[config.mk]
export PLATFORM = sky130hd
export DESIGN_NAME = seq_load_store_flat
export DESIGN_NICKNAME = d
export VERILOG_FILES = /design/src/rtl/seq_load_store_if.sv /design/src/rtl/seq_load_store.sv /design/src/flat_wrapper.sv
export SDC_FILE = /design/constraint.sdc
export NUM_CORES = 1
export LEC_CHECK = 0
export CAP_MARGIN = 20
export CORE_MARGIN = 1
export CORE_UTILIZATION = 54
export DETAILED_ROUTE_END_ITERATION = 8
export GPL_ROUTABILITY_DRIVEN = 0
export PLACE_DENSITY = 0.88
export SLEW_MARGIN = 20
export SYNTH_ARGS = -nofsm -noshare
export SYNTH_HDL_FRONTEND = slang
export SYNTH_SLANG_ARGS = --single-unit
[constraint.sdc]
create_clock -name clk -period 1.9 [get_ports clk]
set_input_delay 0.475 -clock clk [delete_from_list [all_inputs] [get_ports clk]]
set_output_delay 0.475 -clock clk [all_outputs]
set_load 0.01 [all_outputs]
[src/rtl/seq_load_store_if.sv]
// Bus bundle for seq_load_store: session control, append/replay requests,
// and the replay/status outputs.
//   slave  : the sequence store (drives dout, dout_vld, count, full, empty,
//            rd_done and, with SEQ_LOAD_STORE_OVF_EN, ovf)
//   master : the game-control side (drives enable, logout, ld, din, rd, rewind)
// Optional feature macro: SEQ_LOAD_STORE_OVF_EN adds the sticky ovf flag.
interface seq_load_store_if #(
  parameter int unsigned WIDTH = 4,
  parameter int unsigned DEPTH = 8
);
  localparam int unsigned CW = $clog2(DEPTH + 1);

  logic             enable;
  logic             logout;
  logic             ld;
  logic [WIDTH-1:0] din;
  logic             rd;
  logic             rewind;
  logic [WIDTH-1:0] dout;
  logic             dout_vld;
  logic [CW-1:0]    count;
  logic             full;
  logic             empty;
  logic             rd_done;
`ifdef SEQ_LOAD_STORE_OVF_EN
  logic             ovf;
`endif

  modport slave (
    input  enable, logout, ld, din, rd, rewind,
    output dout, dout_vld, count, full, empty, rd_done
`ifdef SEQ_LOAD_STORE_OVF_EN
    , output ovf
`endif
  );

  modport master (
    output enable, logout, ld, din, rd, rewind,
    input  dout, dout_vld, count, full, empty, rd_done
`ifdef SEQ_LOAD_STORE_OVF_EN
    , input ovf
`endif
  );
endinterface

[src/rtl/seq_load_store.sv]
// seq_load_store: DEPTH-entry sequence register for the memory-tester game.
// Appends symbols in order (ld) and replays them one per cycle (rd/rewind).
// Ports:
//   clk  - clock, all state updates on rising edge
//   rst  - synchronous active-low reset
//   bus  - seq_load_store_if.slave: enable/logout session control,
//          ld/din append, rd/rewind replay, dout/dout_vld registered read
//          data, count/full/empty/rd_done status
// Optional feature macro: SEQ_LOAD_STORE_OVF_EN adds the sticky ovf flag,
// set by any ld while full and cleared only by a clear condition.
module seq_load_store #(
  parameter int unsigned WIDTH = 4,
  parameter int unsigned DEPTH = 8
) (
  input logic               clk,
  input logic               rst,
  seq_load_store_if.slave   bus
);
  localparam int unsigned CW = $clog2(DEPTH + 1);
  localparam int unsigned IW = $clog2(DEPTH);

  logic [WIDTH-1:0] mem [DEPTH];
  logic [CW-1:0]    count;
  logic [CW-1:0]    rptr;
  logic [WIDTH-1:0] dout;
  logic             dout_vld;
  logic             full_c;
  logic             clear_c;
  logic             wr_c;
  logic             rd_ok_c;
`ifdef SEQ_LOAD_STORE_OVF_EN
  logic             ovf;
`endif

  // Clear has priority over everything; logout only matters in-session.
  assign clear_c = !rst || !bus.enable || bus.logout;
  assign full_c  = (count == CW'(DEPTH));
  assign wr_c    = !clear_c && bus.ld && !full_c;
  // Read is judged against pre-edge count, so a same-cycle append is not readable.
  assign rd_ok_c = bus.rd && !bus.rewind && (rptr < count);

  // Storage is never cleared; reads are bounded by count.
  always_ff @(posedge clk) begin
    if (wr_c) mem[IW'(count)] <= bus.din;
  end

  // Pointer, read data and flag state.
  always_ff @(posedge clk) begin
    if (clear_c) begin
      count    <= '0;
      rptr     <= '0;
      dout     <= '0;
      dout_vld <= 1'b0;
`ifdef SEQ_LOAD_STORE_OVF_EN
      ovf      <= 1'b0;
`endif
    end else begin
      if (wr_c) count <= count + CW'(1);
`ifdef SEQ_LOAD_STORE_OVF_EN
      if (bus.ld && full_c) ovf <= 1'b1;
`endif
      if (bus.rewind) begin
        rptr     <= '0;
        dout_vld <= 1'b0;
      end else if (rd_ok_c) begin
        dout     <= mem[IW'(rptr)];
        rptr     <= rptr + CW'(1);
        dout_vld <= 1'b1;
      end else begin
        dout_vld <= 1'b0;
      end
    end
  end

  assign bus.dout     = dout;
  assign bus.dout_vld = dout_vld;
  assign bus.count    = count;
  assign bus.full     = full_c;
  assign bus.empty    = (count == '0);
  assign bus.rd_done  = (rptr == count) && (count != '0);
`ifdef SEQ_LOAD_STORE_OVF_EN
  assign bus.ovf      = ovf;
`endif
endmodule

[src/flat_wrapper.sv]
// flat-port wrapper written by rule: the top's interface ports become plain ports
module seq_load_store_flat 
#(
  parameter int unsigned WIDTH = 4,
  parameter int unsigned DEPTH = 8
)
  (clk, rst, bus_enable, bus_logout, bus_ld, bus_din, bus_rd, bus_rewind, bus_dout, bus_dout_vld, bus_count, bus_full, bus_empty, bus_rd_done);
  seq_load_store_if #(.WIDTH(WIDTH), .DEPTH(DEPTH)) bus_i ();
  input logic clk;
  input logic rst;
  input wire logic [$bits(bus_i.enable)-1:0] bus_enable;
  input wire logic [$bits(bus_i.logout)-1:0] bus_logout;
  input wire logic [$bits(bus_i.ld)-1:0] bus_ld;
  input wire logic [$bits(bus_i.din)-1:0] bus_din;
  input wire logic [$bits(bus_i.rd)-1:0] bus_rd;
  input wire logic [$bits(bus_i.rewind)-1:0] bus_rewind;
  output wire logic [$bits(bus_i.dout)-1:0] bus_dout;
  output wire logic [$bits(bus_i.dout_vld)-1:0] bus_dout_vld;
  output wire logic [$bits(bus_i.count)-1:0] bus_count;
  output wire logic [$bits(bus_i.full)-1:0] bus_full;
  output wire logic [$bits(bus_i.empty)-1:0] bus_empty;
  output wire logic [$bits(bus_i.rd_done)-1:0] bus_rd_done;
  assign bus_i.enable = bus_enable;
  assign bus_i.logout = bus_logout;
  assign bus_i.ld = bus_ld;
  assign bus_i.din = bus_din;
  assign bus_i.rd = bus_rd;
  assign bus_i.rewind = bus_rewind;
  assign bus_dout = bus_i.dout;
  assign bus_dout_vld = bus_i.dout_vld;
  assign bus_count = bus_i.count;
  assign bus_full = bus_i.full;
  assign bus_empty = bus_i.empty;
  assign bus_rd_done = bus_i.rd_done;
  seq_load_store #(.WIDTH(WIDTH), .DEPTH(DEPTH)) u_core (.clk(clk), .rst(rst), .bus(bus_i));
endmodule
---- After elaboration in Yosys (flattened, before gate mapping) ----
Memories as Yosys holds them, arrays and structs flattened. A register that Yosys moved wholly into a read port is not among the register bits.
Index checks and enable logic that the tools add are counted.
word-level totals
  memory bits (writable) .................. 32
  flip-flop bits (word level) ............. 9
  memories kept ........................... 1
  output and inout port bits .............. 12
operators by class
  reductions and logical operators ........ 16
  add/subtract/negate cells ............... 2
  bitwise operators ....................... 1
  equal/unequal tests ..................... 2
  magnitude comparators ................... 1
  muxes and demuxes ....................... 3
memory list
  name        depth  width  read ports  clocked after Yosys merged registers in  write ports  line                  RTL
  u_core.mem  8      4      1           1                                        1            seq_load_store.sv:22  logic [WIDTH-1:0] mem [DEPTH];
operators by type and width
  operator               count
  $add A4 B1 Y4 const B  2
  $logic_and A1 B1 Y1    5
  $logic_not A1 Y1       5
  $eq A4 B4 Y1           1
  $eq A4 B4 Y1 const B   1
  $logic_not A4 Y1       1
  $lt A4 B4 Y1           1
  $reduce_bool A4 Y1     1
  $mux W1                3
  $logic_or A1 B1 Y1     2
  $reduce_and A2 Y1      1
  $reduce_or A2 Y1       1
  $not A1 Y1             1

---- Depth between registers and ports, before layout ----
  word-level depth ........................ 8
  gate-level depth with buffers ........... 7
  gate-level depth less buffers ........... 6

---- Least setup slack after synthesis ----
OpenSTA, ideal clock, no wires.
  kind .................................... reg-to-reg
  from .................................... register u_core.count[1], in the netlist u_core.bus.count[1]
  to ...................................... register u_core.rptr[2]
  required time ........................... 1830 ps
  slack ................................... 45 ps
  arrival time ............................ 1786 ps
  stages on the path, launching flop included .. 7
  setup time .............................. 70 ps
  cell sequence ........................... dfxtp_1 -> inv_1 -> ha_1 -> nor2b_1 -> o211a_1 -> or4_1 -> a21oi_1
between the ends
  word-level cells in the longest chain between the ends .. 2
ends and longest elaborated chain
  what                      line                  RTL
  start: declaration        seq_load_store.sv:23  logic [CW-1:0] count;
  start signal: assignment  seq_load_store.sv:58  if (wr_c) count <= count + CW'(1);
  $lt A4 B4 Y1              seq_load_store.sv:40  assign rd_ok_c = bus.rd && !bus.rewind && (rptr < count);
  $logic_and A1 B1 Y1       seq_load_store.sv:40
  end signal: assignment    seq_load_store.sv:67  rptr <= rptr + CW'(1);
  end: declaration          seq_load_store.sv:24  logic [CW-1:0] rptr;
Every way passes these cells.
A chain may end at the register's enable or synchronous reset.

---- Final worst setup path ----
  from .................................... register u_core.count[3], in the netlist u_core.bus.count[3]
  to ...................................... output port bus_rd_done
between the ends
  word-level cells in the longest chain between the ends .. 2
  elaborated cells between the ends (all ways) .. 3
  those cells by class .................... eq/ne (1); reduce/logical (2)
ends and longest elaborated chain
  what                                                line                  RTL
  $eq A4 B4 Y1 or $reduce_bool A4 Y1 (tied branches)  seq_load_store.sv:80  assign bus.rd_done = (rptr == count) && (count != '0);
  $logic_and A1 B1 Y1 (*)                             seq_load_store.sv:80
  end: declaration                                    flat_wrapper.sv:22    output wire logic [$bits(bus_i.rd_done)-1:0] bus_rd_done;
Mark *: on every way between the ends. The rest lies on a longest branch, timed or not.

==> out/metrics.csv <==
stage;metric;value;unit
sta;setup_viol;1;
place;post-place-ws;-0.131;ns
worst_setup_path;cp.depth;5;
synth;synth_nets;156;
synth;syn_avg_cell_area;14.0;um2
hold_path;hold_start;u_core.bus.dout[1];
sta;final_max_slew_viol_count;0;
hold_path;hp-class;flip-flop to flip-flop;
cts;numCtsBuffers;5;
floorplanning;start_util;0.571;
drt;post_drt_wl_per_cell;18.4;um
drt;top_layer_used;met4;
cts;clk_pin_slew_worst_paths;0.14;ns
drt;first_pass_iters;4;
synth;yosysUniqueCellTypes;32;
cts;ctsLongestPathBuffers;2;
synth;yosys.area.top_type;edfxtp_1;
pwr;irDropWorstVdd;0.403;mV
floorplanning;die_x;61.9;um
worst_setup_path;cp_max_fo;2;
grt;grt_max_degree;15;
grt;antenna_found_initial;0;
final_layout;antennaDiodeCount;0;
sta;rsz0062_at_grt;true;
worst_setup_path;critPathArrivalTime;1.48;ns
floorplanning;pin_count;23;
hold_path;holdPathEnd;u_core.bus.dout[1];
cts;htree_num_levels;2;
cts;cts_tree;yes;
flow_run;cap_viol_max_count;0;
worst_setup_path;ff2ff_path_depth;8;
worst_setup_path;r2r_start;u_core.bus.count[0];
drt;drc;0;
pwr;p_sw_frac;0.203;
synth;synthTopCellsByArea;edfxtp_1, dfxtp_1, mux4_2;
drt;final_antenna_net_count;0;
worst_setup_path;critPathSlowestCell;dfxtp_2;
floorplanning;die_h;61.9;um
sta;fin_crit;1.95;ns
drt;drt_iter0_drc;175;
synth;yosysSeqAreaShare;0.630;
sta;tns;-0.0532;ns
sta;hold_viol_final;0;
worst_setup_path;worstSetupPathType;flip-flop to output pin;
floorplanning;core-area;3390;um2
synth;synth_most_common_cell;edfxtp_1;
sta;setup_slack;-0.0532;ns
floorplanning;dieArea;3830;um2
sta;hold_ws;0.530;ns
synth;synth.yosys.warnings;0;
synth;async_flop_share;0;
synth;synth_edf_count;32;
worst_setup_path;critPathRequiredTime;1.42;ns
final_layout;fin_nets;211;
sta;max_freq;512;MHz
cts;cts_sinks;45;
pwr;combPwrFrac;0.048;
drt;wl_met3;171;um
grt;grt_pass1_vias;1341;
worst_setup_path;cp_slowest_stage_delay;0.36;ns
status;status;finished, violations left;
drt;wl_met1;1770;um
synth;yosysTopAreaCellShare;0.496;
place;dp.final_hpwl;2880;um
pwr;power_density;668;nW/um2
synth;synthFlopType;edfxtp_1;
floorplanning;fp-row-count;21;
worst_setup_path;startpoint_type;flip-flop;
worst_setup_path;crit_buf_inv;2;
worst_setup_path;critPathTopFamily;flip-flops;
synth;netlist_area;1940;um2
worst_setup_path;crit_chain;inv_1, ha_4, nand4_1, nor2_2, buf_2;
sta;tightest_slew;0.450;ns
pwr;p_leak;0.965;nW
synth;synth-seq-cells;45;
status;violations;negative setup slack;
drt;vias_per_cell;5.70;
pwr;clkPwrFrac;0.341;
drt;route.met2.wl;2340;um
cts;root_buffer;clkbuf_4;
worst_setup_path;end_kind;output pin;
pwr;p_int;1.37;mW
place;postPlaceCellArea;2390;um2
pwr;seq_power_share;0.611;
grt;grt_usage;0.246;
sta;skew;0.0179;ns
drt;finalWirelength;4410;um
final_layout;drive_gt1_frac;0.345;
synth;ys_top_cells_by_count;edfxtp_1, dfxtp_1, nor2_1;
sta;relSlewSlack;0.699;
final_layout;finalInstanceArea;2580;um2
worst_setup_path;ff2ff_setup_slack;0.10;ns
grt;grt_overflow;0;
place;io_buffers;22;
pwr;p_switching;0.349;mW
drt;num_vias;1369;
final_layout;n_fill_cell;181;
grt;grt_pass1_wl;6290;um
sta;fin_crit_sh;1.03;
synth;syn_inst;138;
cts;clock_latency;0.37;ns
hold_path;holdPathStages;2;
final_layout;synthToLayoutAreaGrowth;33.0;%
worst_setup_path;worstReg2RegEnd;u_core.mem[0][1];
==> cell type report <==
type	count	area [um2]	share of cell area
repair buffers	51	435	0.169
clock inverters	2	38.8	0.0151
well taps	46	57.6	0.0223
inverters	8	35.0	0.0136
clock buffers	6	41.3	0.0160
multi-input cells	82	738	0.287
flip-flops and latches	45	1230	0.477
==> sequential cells by signal, summed over array words and instances (netlist names) <==
| name | count |
|---|---|
| u_core.mem | 32 |
| u_core.bus.count | 4 |
| u_core.bus.dout | 4 |
| u_core.rptr | 4 |
| u_core.bus.dout_vld | 1 |
==> per-stage QoR <==
step | util | instances | power (mW)
after floorplan | - | 138 | 1.10
after global placement | 0.706 | 229 | 1.15
after detailed placement | 0.706 | 229 | 1.15
after CTS | 0.739 | 238 | 1.73
after global routing | 0.760 | 240 | 1.77
final | 0.760 | 240 | 1.72
==> worst max-delay path by stage <==
stage / startpoint / slack, ns / end
2_1_floorplan: u_core.bus.count[1] / 0.04 / u_core.rptr[2]
3_3_place_gp: rst / -0.09 / u_core.mem[0][2]
3_5_place_dp: rst / -0.13 / u_core.mem[1][1]
4_1_cts: u_core.rptr[0] / -0.09 / bus_rd_done
5_1_grt: u_core.bus.count[2] / -0.1 / bus_rd_done
6_report: u_core.bus.count[3] / -0.05 / bus_rd_done
==> layout by cell type (no fill, tap or decap), types with 2 or more instances in the layout <==
cell type	n
a211oi_1	3
ha_4	5
dlymetal6s2s_1	3
o21ai_0	2
dfxtp_2	4
a311oi_1	2
inv_2	2
mux2i_1	3
edfxtp_1	32
dfxtp_1	8
nand3b_1	2
clkbuf_4	5
nor3_1	3
inv_1	5
buf_4	29
ha_1	2
mux4_2	8
clkdlybuf4s50_1	15
xnor2_1	3
buf_2	2
clkinv_4	2
nand2_1	8
nand3_1	4
a21oi_1	8
nand4_1	4
nor2_1	11
==> power groups by stage <==
| stage | Combinational (mW) | Clock, mW | Sequential [mW] |
|---|---|---|---|
| 2_1_floorplan | 0.0266 | 0 | 1.08 |
| 3_3_place_gp | 0.0737 | 0 | 1.07 |
| 3_5_place_dp | 0.0781 | 0 | 1.07 |
| 4_1_cts | 0.0790 | 0.596 | 1.05 |
| 5_1_grt | 0.0877 | 0.631 | 1.05 |
| 6_report | 0.0825 | 0.586 | 1.05 |
==> worst reg2reg max path, delay by kind of cell (launching register included) <==
family / cells / cell delay [ns]
AND/OR/NAND/NOR: 3 / 0.51
buffers and inverters: 4 / 0.47
flip-flops: 1 / 0.40
adder cells (fa/ha/maj): 1 / 0.15
==> logic make-up after synthesis <==
group | synth area share
AND/OR/NAND/NOR | 0.114
multiplexers | 0.109
flip-flops | 0.630
adder cells (fa/ha/maj) | 0.0452
AO/OA/AOI/OAI | 0.0640
XOR/XNOR | 0.0136
buffers and inverters | 0.0246
==> what timing repair did <==
action	4_1_cts	5_1_grt
gates resized for setup	24	9
buffers inserted	1	2
setup endpoints to repair	4	4
pin swaps	4	4
hold buffers	0	0
==> routing by layer <==
metal | vias up | GRT usage
met5 | - | 0
met3 | 12 | 0.0642
li1 | 634 | -
met4 | 0 | 0.108
met1 | 679 | 0.301
met2 | 44 | 0.415
(Power assumes the default switching activity.)
